[src/rtl/alloc_addr_server.sv]
// rtl/alloc_addr_server.sv - free-address server: free-list FIFO backed by a bump pointer, with flush handshake
//
// Hands out memory addresses to the memcached pipeline and takes freed ones back.
// Addresses are offered from a single output register. That register is refilled
// from the free-list FIFO first and from a bump pointer second
// (ADDR_BASE + n*ADDR_STRIDE while n < ADDR_LIMIT).
// A flush request clears the free list, the bump pointer and the output register.
// The server then raises flushAck until the pipeline reports flushDone.
//
// Optional feature: define ALLOC_ADDR_SERVER_STATS_EN to add the saturating
// stat_alloc_cnt / stat_free_cnt counters.
//
// Ports:
//   ap_clk, ap_rst        clock, synchronous active-high reset
//   app2alloc_t*          returned (freed) address stream in
//   alloc2app_t*          free address stream out
//   app2alloc_flushReq    flush request (level)
//   alloc2app_flushAck    flush done, waiting for app2alloc_flushDone
//   app2alloc_flushDone   pipeline finished its flush
//   stat_alloc_cnt        alloc2app handshakes since reset/flush (STATS_EN only)
//   stat_free_cnt         app2alloc handshakes since reset/flush (STATS_EN only)

module alloc_addr_server #(
    parameter logic [31:0] ADDR_BASE     = 32'h0000_0000,
    parameter logic [31:0] ADDR_STRIDE   = 32'h0000_0040,
    parameter int unsigned ADDR_LIMIT    = 1024,
    parameter int unsigned FL_DEPTH_LOG2 = 4
) (
    input  logic        ap_clk,
    input  logic        ap_rst,
    input  logic [31:0] app2alloc_tdata,
    input  logic        app2alloc_tvalid,
    output logic        app2alloc_tready,
    output logic [31:0] alloc2app_tdata,
    output logic        alloc2app_tvalid,
    input  logic        alloc2app_tready,
    input  logic        app2alloc_flushReq,
    output logic        alloc2app_flushAck,
    input  logic        app2alloc_flushDone
`ifdef ALLOC_ADDR_SERVER_STATS_EN
    ,
    output logic [31:0] stat_alloc_cnt,
    output logic [31:0] stat_free_cnt
`endif
);

    localparam int unsigned PTR_W    = FL_DEPTH_LOG2;
    localparam int unsigned FL_DEPTH = 1 << FL_DEPTH_LOG2;
    localparam logic [PTR_W:0] FL_FULL = (PTR_W + 1)'(FL_DEPTH);

    typedef enum logic [1:0] {
        RUN        = 2'd0,
        FLUSH      = 2'd1,
        FLUSH_WAIT = 2'd2
    } stateType;

    stateType state;
    stateType nextState;

    logic [31:0]    flMem [FL_DEPTH];
    logic [PTR_W-1:0] wrPtr;
    logic [PTR_W-1:0] rdPtr;
    logic [PTR_W:0] flCount;
    logic           flEmpty;
    logic           flFull;

    logic [31:0]    bumpCnt;
    logic [31:0]    bumpAddr;
    logic           bumpAvail;

    logic           outValid;
    logic [31:0]    outData;

    logic           runActive;
    logic           flPush;
    logic           flPop;
    logic           consume;
    logic           regLoad;

    // ---------------- FSM: state register ----------------
    always_ff @(posedge ap_clk) begin
        if (ap_rst) begin
            state <= RUN;
        end else begin
            state <= nextState;
        end
    end

    // ---------------- FSM: next-state logic ----------------
    always_comb begin
        nextState = state;
        case (state)
            RUN:        if (app2alloc_flushReq) nextState = FLUSH;
            FLUSH:      nextState = FLUSH_WAIT;
            FLUSH_WAIT: if (app2alloc_flushDone) nextState = RUN;
            default:    nextState = RUN;
        endcase
    end

    // ---------------- FSM: outputs ----------------
    // A pending flush request masks both handshakes so that a transfer in the
    // request cycle is never seen as accepted by either side.
    always_comb begin
        runActive          = (state == RUN) && !app2alloc_flushReq && !ap_rst;
        app2alloc_tready   = runActive && !flFull;
        alloc2app_tvalid   = runActive && outValid;
        alloc2app_tdata    = ap_rst ? 32'h0 : outData;
        alloc2app_flushAck = (state == FLUSH_WAIT) && !ap_rst;
    end

    // ---------------- datapath ----------------
    assign flEmpty   = (flCount == '0);
    assign flFull    = (flCount == FL_FULL);
    assign bumpAvail = (bumpCnt < 32'(ADDR_LIMIT));

    assign flPush  = app2alloc_tready && app2alloc_tvalid;
    assign consume = alloc2app_tvalid && alloc2app_tready;
    // The output register refills when it is empty or is drained this cycle.
    assign regLoad = runActive && (!outValid || consume);
    assign flPop   = regLoad && !flEmpty;

    always_ff @(posedge ap_clk) begin
        if (flPush) begin
            flMem[wrPtr] <= app2alloc_tdata;
        end
    end

    always_ff @(posedge ap_clk) begin
        if (ap_rst || state == FLUSH) begin
            wrPtr    <= '0;
            rdPtr    <= '0;
            flCount  <= '0;
            bumpCnt  <= 32'h0;
            bumpAddr <= ADDR_BASE;
            outValid <= 1'b0;
            outData  <= 32'h0;
        end else begin
            if (flPush) wrPtr <= wrPtr + PTR_W'(1);
            if (flPop)  rdPtr <= rdPtr + PTR_W'(1);

            case ({flPush, flPop})
                2'b10:   flCount <= flCount + (PTR_W + 1)'(1);
                2'b01:   flCount <= flCount - (PTR_W + 1)'(1);
                default: flCount <= flCount;
            endcase

            if (regLoad) begin
                if (!flEmpty) begin
                    outValid <= 1'b1;
                    outData  <= flMem[rdPtr];
                end else if (bumpAvail) begin
                    outValid <= 1'b1;
                    outData  <= bumpAddr;
                    bumpAddr <= bumpAddr + ADDR_STRIDE;
                    bumpCnt  <= bumpCnt + 32'd1;
                end else begin
                    outValid <= 1'b0;
                end
            end
        end
    end

`ifdef ALLOC_ADDR_SERVER_STATS_EN
    // Counters clear on the RUN->FLUSH transition and saturate at all-ones.
    always_ff @(posedge ap_clk) begin
        if (ap_rst || (state == RUN && nextState == FLUSH)) begin
            stat_alloc_cnt <= 32'h0;
            stat_free_cnt  <= 32'h0;
        end else begin
            if (consume && stat_alloc_cnt != 32'hFFFF_FFFF) begin
                stat_alloc_cnt <= stat_alloc_cnt + 32'd1;
            end
            if (flPush && stat_free_cnt != 32'hFFFF_FFFF) begin
                stat_free_cnt <= stat_free_cnt + 32'd1;
            end
        end
    end
`endif

endmodule

[config.mk]
export PLATFORM = sky130hd
export DESIGN_NAME = alloc_addr_server
export DESIGN_NICKNAME = d
export VERILOG_FILES = /design/src/rtl/alloc_addr_server.sv
export SDC_FILE = /design/constraint.sdc
export NUM_CORES = 1
export LEC_CHECK = 0
export BUFFER_PORTS_ARGS = -buffer_cell sky130_fd_sc_hd__buf_2
export CORE_AREA = 2 2 253 180
export CTS_BUF_LIST = sky130_fd_sc_hd__clkbuf_4
export CTS_CLUSTER_DIAMETER = 30
export CTS_CLUSTER_SIZE = 30
export DETAILED_ROUTE_END_ITERATION = 6
export DIE_AREA = 0 0 255 182
export PLACE_DENSITY = 0.7
export SYNTH_ARGS = -nofsm -noshare
export SYNTH_HDL_FRONTEND = slang
export SYNTH_SLANG_ARGS = --single-unit
[constraint.sdc]
create_clock -name ap_clk -period 4.2 [get_ports ap_clk]
set_clock_uncertainty 0.15 [all_clocks]
set_input_delay 0 -clock ap_clk [delete_from_list [all_inputs] [get_ports ap_clk]]
set_output_delay 0 -clock ap_clk [all_outputs]
set_load 0.005 [all_outputs]
## Word-level counts from Yosys, hierarchy flattened

Memories as Yosys holds them, arrays and structs flattened. A register that Yosys moved wholly into a read port is not among the register bits.
Cells that the tools add are included.

| operators by class | value |
|---|---|
| magnitude comparators | 1 |
| multiplexer cells | 13 |
| eq/ne operators | 8 |
| reduce and logical (&&, ||, !) cells | 22 |
| $add $sub $neg | 6 |

Operator list:

| kind | count |
|---|---|
| $mux W32 | 3 |
| $add A32 B1 Y32 const B | 1 |
| $add A32 B7 Y32 const B | 1 |
| $lt A32 B11 Y1 const B | 1 |
| $pmux W5 S2 | 1 |
| $logic_and A1 B1 Y1 | 9 |
| $add A4 B1 Y4 const B | 2 |
| $mux W4 | 2 |
| $pmux W2 S3 | 1 |
| $add A5 B1 Y5 const B | 1 |
| $eq A5 B5 Y1 const B | 1 |
| $logic_not A1 Y1 | 5 |
| $logic_not A5 Y1 | 1 |
| $sub A5 B1 Y5 const B | 1 |
| $eq A2 B1 Y1 const B | 2 |
| $eq A2 B2 Y1 const B | 2 |
| $mux W1 | 4 |
| $mux W2 | 2 |
| $ne A2 B2 Y1 const B | 2 |
| $reduce_and A2 Y1 | 2 |
| $reduce_and A3 Y1 | 1 |
| $logic_not A2 Y1 | 1 |
| $logic_or A1 B1 Y1 | 2 |
| $ne A2 B1 Y1 const B | 1 |
| $reduce_bool A2 Y1 | 1 |

| storage, ports and cells | value |
|---|---|
| memories kept | 1 |
| flip-flop bits (word level) | 112 |
| logic and storage cells | 59 |
| memory bits (writable) | 512 |

Memory list:

| memory | depth | width | rd ports | clocked after memory_dff | wr ports | RTL line | text |
|---|---|---|---|---|---|---|---|
| flMem | 16 | 32 | 1 | 1 | 1 | 60 | `logic [31:0] flMem [FL_DEPTH];` |

## Logic depth before layout (Yosys ltp)

| logic depth | value |
|---|---|
| depth in word-level cells | 10 |
| depth in mapped cells | 15 |
| gate-level depth less buffers | 11 |

## Worst setup path before layout

No wires, ideal clock.

| timing path | value |
|---|---|
| path kind | register to register |
| start | reg state[0] |
| end | mem flMem[3][0] (enable) |
| arrival time | 3.630 ns |
| path buffers | 1 |
| setup slack | -0.041 ns |
| clock period less this slack | 4.241 ns |
| required time | 3.589 ns |
| stages on the path, launching flop included | 6 |
| path through | dfxtp_1 -> nor4_4 -> o211a_1 -> clkbuf_1 -> nand2_1 -> nor3_1 |

| between the ends | value |
|---|---|
| word-level cells in the longest chain between the ends | 7 |

Ends and longest elaborated chain:

| what | RTL line | text |
|---|---|---|
| start, declared | 57 | `stateType state;` |
| start signal, assigned | 85 | `state <= nextState;` |
| $logic_not A2 Y1 | 104 | `runActive = (state == RUN) && !app2alloc_flushReq && !ap_rst;` |
| $logic_and A1 B1 Y1 (2 in a row) | 104 |  |
| $logic_and A1 B1 Y1 | 105 | `app2alloc_tready = runActive && !flFull;` |
| $logic_and A1 B1 Y1 | 116 | `assign flPush = app2alloc_tready && app2alloc_tvalid;` |
| $mux W1 | 123 | `if (flPush) begin` |
| $mux W1 (not written as such) | 124 | `flMem[wrPtr] <= app2alloc_tdata;` |
| end, declared | 60 |  |

Every way passes these cells.

## Worst setup path in the final report

| timing path | value |
|---|---|
| start | reg flCount[1] |
| end | reg flCount[2] |

| between the ends | value |
|---|---|
| word-level cells in the longest chain between the ends | 6 |
| elaborated cells on any way between the ends | 13 |
| classes of those cells | add/sub: 2; eq/ne: 3; mux: 1; reduce/logical: 7 |

Ends and longest elaborated chain:

| what | RTL line | text |
|---|---|---|
| start, declared | 63 | `logic [PTR_W:0] flCount;` |
| start signal, assigned | 142 | `2'b10: flCount <= flCount + (PTR_W + 1)'(1);` |
| start signal, assigned | 143 | `2'b01: flCount <= flCount - (PTR_W + 1)'(1);` |
| start signal, assigned | 144 | `default: flCount <= flCount;` |
| $eq A5 B5 Y1 | 113 | `assign flFull = (flCount == FL_FULL);` |
| $logic_not A1 Y1 | 105 |  |
| $logic_and A1 B1 Y1 | 105 |  |
| $logic_and A1 B1 Y1 | 116 |  |
| $eq A2 B1 Y1 / $eq A2 B2 Y1 (equally long branches) | 141 | `case ({flPush, flPop})` |
| $pmux W5 S2 / $reduce_bool A2 Y1 (equally long branches) | - |  |

Parallel ways exist; a longest one is shown, timed or not.
A chain may end at the register's enable or synchronous reset.

==> flow_summary.toml <==
[outcome]
status = "complete, no violations"

[timing]
rsz0062_at_grt = "false"
finalSetupTns_ns = 0
relSlewSlack_pct = 20.7
post-route-period-util_pct = 77.4
final.setup.worst_slack_ns = 0.950
hold_viol_final = 0
layout_min_cycle_time_ns = 3.25
fmax_mhz = 308
tightest_slew_ns = 1.19
setup_viol = 0
slew_viol_final = 0

[die]
start_util_pct = 54.2
die_w_um = 255
core_area_um2 = 44300
io_pins = 73
rows = 65
die_h_um = 182
die-area_um2 = 46400

[global_routing]
met2_usage_pct = 35.2
gr-usage-all-layers_pct = 23.9
grt.busiest_layer = "met1"
gr-total-overflow = 0
antenna_found_initial = 4
use_met1_pct = 35.9
grt_pass1_vias = 13000
met3_usage_pct = 5.69
grt_max_degree = 67
grt_pass1_wl_mm = 80.7

[worst_setup_path]
critPathSlowestCell = "or4_1"
cp_top_family = "simple AND/OR/NAND/NOR gates"
max_stage_delay_ns = 0.66
critPathMaxFanout = 12
r2r_start = "flCount[1]$_SDFFE_PP0P_"
crit_path_frequent_cell = "ha_1"
cp_cell_sequence = "or4_1 > o211a_1 > buf_4 > inv_1 > ha_1 > xor2_1 > ha_1 > o21bai_1 > xnor2_1 > or3_1 > a21oi_1"
r2r_cells = 11
path_buf_inv = 2
end_kind = "flip-flop"
critPathRequiredTime_ns = 4.79
timing.reg2reg.setup_slack_ns = 0.95
arrival_ns = 3.84
critPathLaunchType = "flip-flop"
crit_type = "flip-flop to flip-flop"
reg2reg_to = "flCount[2]$_SDFFE_PP0P_"

[cts]
ctsResizeCount = 0
numClockSinks = 622
clk_latency_ns = 0.84
ctsHoldBuffers = 75
cts_buffers = 96
root_buffer = "clkbuf_4"
cts_tree = "built"
cts.htree.levels = 3
post-cts-setup-buffer-count = 0
clock_path_buffers = 3
clk_pin_slew_ns = 0.10

[synthesis]
synth.distinct_cells = 47
synth_area_leaders = "edfxtp_1 (64%), mux4_2 (15%), dfxtp_1 (9.2%)"
syn_area_per_cell_um2 = 18.5
synth_seq_area_share_pct = 73.1
synth_cells = 1297
synth_top_cell_area_share_pct = 64.0
synth-main-ff-cell = "edfxtp_1"
async_flop_share_pct = 0
syn_nets = 1345
synth_largest_area_cell = "edfxtp_1"
syn-cell-area_um2 = 24000
synth_edf_count = 512
yosysWarnings = 0
ys_seq_elements = 622

[route]
vias = 12800
drcViolationCount = 0
drt_wl_total_mm = 53.2
first_iter_violations = 1154
antenna_left = 0
firstDrtPassIters = 5
via_per_inst = 5.83
avgRoutedWirePerCell_um = 24.3

[finish]
area_delta_synth_final_pct = 15.5
drive_gt1_share_pct = 30.1
design_area_um2 = 27800
layout.nets = 1554
fill_cells = 3136

[hold_path]
hold_start = "app2alloc_tvalid"
hp-class = "input port to flip-flop"
hold_end = "wrPtr[1]$_SDFFE_PP0P_"
min_path_cells = 6

[placement]
dpl_cell_area_um2 = 25400
place_ws_ns = 1.01
hpwlAfterDp_mm = 31.0
port_buffers = 72
place_congestion = 0.780

[run]
timing.max_cap.violations = 0

[power_and_ir_drop]
vdd_drop_max_mv = 0.353
power_per_cell_area_nw_per_um2 = 419
p_leak_nw = 8.86
## kinds of logic after synthesis
logic type / Yosys count / share of synthesized area (%)
muxes: 163 / 15.1
xor gates and xnor gates: 37 / 1.35
adders and majority gates: 10 / 0.521
and+or+nand+nor: 279 / 5.97
AOI/OAI and AO/OA: 105 / 2.56
DFF: 622 / 73.1
buffers and inverters: 81 / 1.35
## worst max-delay path by stage
stage	from	to	cells after the start
2_1_floorplan	state[0]$_SDFFE_PP0P_	flMem[7][0]$_DFFE_PP_	5
3_5_place_dp	flCount[1]$_SDFFE_PP0P_	flCount[2]$_SDFFE_PP0P_	11
5_1_grt	flCount[1]$_SDFFE_PP0P_	flCount[2]$_SDFFE_PP0P_	11
4_1_cts	flCount[1]$_SDFFE_PP0P_	flCount[2]$_SDFFE_PP0P_	11
6_report	flCount[1]$_SDFFE_PP0P_	flCount[2]$_SDFFE_PP0P_	11
3_3_place_gp	flCount[1]$_SDFFE_PP0P_	flCount[2]$_SDFFE_PP0P_	11
## power by group
| group | switching (mW) | internal, mW | total (mW) |
|---|---|---|---|
| clock network | 2.35 | 2.22 | 4.57 |
| registers | 0.0179 | 6.68 | 6.70 |
| logic | 0.220 | 0.142 | 0.363 |
| total | 2.59 | 9.04 | 11.6 |
## worst register-to-register path, cell delays in order (launching register included)
cell and delay [ns]:
dfxtp_1 0.39, or4_1 0.66, o211a_1 0.26, buf_4 0.17
inv_1 0.10, ha_1 0.34, xor2_1 0.12, ha_1 0.22
o21bai_1 0.17, xnor2_1 0.13, or3_1 0.31, a21oi_1 0.14
## flip-flops by register name (all words and copies together) (netlist names), named ones only
| register | flops |
|---|---|
| flMem | 512 |
| bumpCnt | 32 |
| outData | 32 |
| bumpAddr | 26 |
| flCount | 5 |
| rdPtr | 4 |
| wrPtr | 4 |
| state | 2 |
| outValid | 1 |
## synth_stat cells, drive strengths merged, types with 2 or more instances
| cell | number |
|---|---|
| nor3 | 12 |
| inv | 10 |
| mux4 | 160 |
| xnor2 | 11 |
| nand3 | 18 |
| nand4 | 17 |
| nor2 | 77 |
| a31o | 14 |
| nor2b | 32 |
| mux2i | 3 |
| nor4 | 10 |
| o22ai | 2 |
| dfxtp | 110 |
| and2 | 22 |
| or4 | 3 |
| a21oi | 58 |
| buf | 24 |
| nand2b | 6 |
| nor3b | 2 |
| edfxtp | 512 |
| clkbuf | 47 |
| ha | 10 |
| xor2 | 26 |
| o31ai | 3 |
| and3 | 6 |
| nand2 | 60 |
| o21ai | 21 |
| or3 | 8 |
## layer usage
layer,vias up,share of wire (%)
met5,-,0
met4,0,1.7
met3,69,7.8
met2,442,46
met1,6632,45
li1,5630,-
## per-stage QoR
stage | total power, mW | hold WS [ns] | utilization (%) | instances
4_1_cts | 11.7 | 0.0354 | 62.6 | 2188
3_5_place_dp | 7.14 | 0.125 | 57.3 | 1936
5_1_grt | 12.0 | 0.0971 | 62.6 | 2190
3_3_place_gp | 7.13 | 0.122 | 57.3 | 1936
6_report | 11.6 | 0.128 | 62.6 | 2192
2_1_floorplan | 6.99 | -0.0511 | - | 1297
## placed cells by master (no fill, tap or decap), types with 10 or more instances in the layout
master         instances
edfxtp_1             512
mux4_2               160
clkbuf_4             107
dfxtp_1              106
dlygate4sd3_1         75
buf_2                 72
nor2_1                63
nand2_1               60
a21oi_1               57
nor2b_1               32
buf_4                 27
xor2_1                26
and2_1                22
o21ai_0               21
nand3_1               18
nand4_1               17
a31o_2                14
bufinv_16             14
clkinv_4              14
nor2_4                12
clkinv_1              12
xnor2_1               11
inv_1                 10
ha_1                  10
clkinv_2              10
clkinvlp_4            10
## final cells by class
type                            count  area [um2]  area share, %
Clock buffer                      107         803           2.89
Multi-Input combinational cell    594        6280           22.6
Timing Repair Buffer              182        1470           5.31
Sequential cell                   622       17600           63.4
Inverter                           10        37.5          0.135
Tap cell                          603         754           2.72
Clock inverter                     70         806           2.90
Antenna cell                        4        10.0         0.0361
Power figures use the tool's default switching activity.
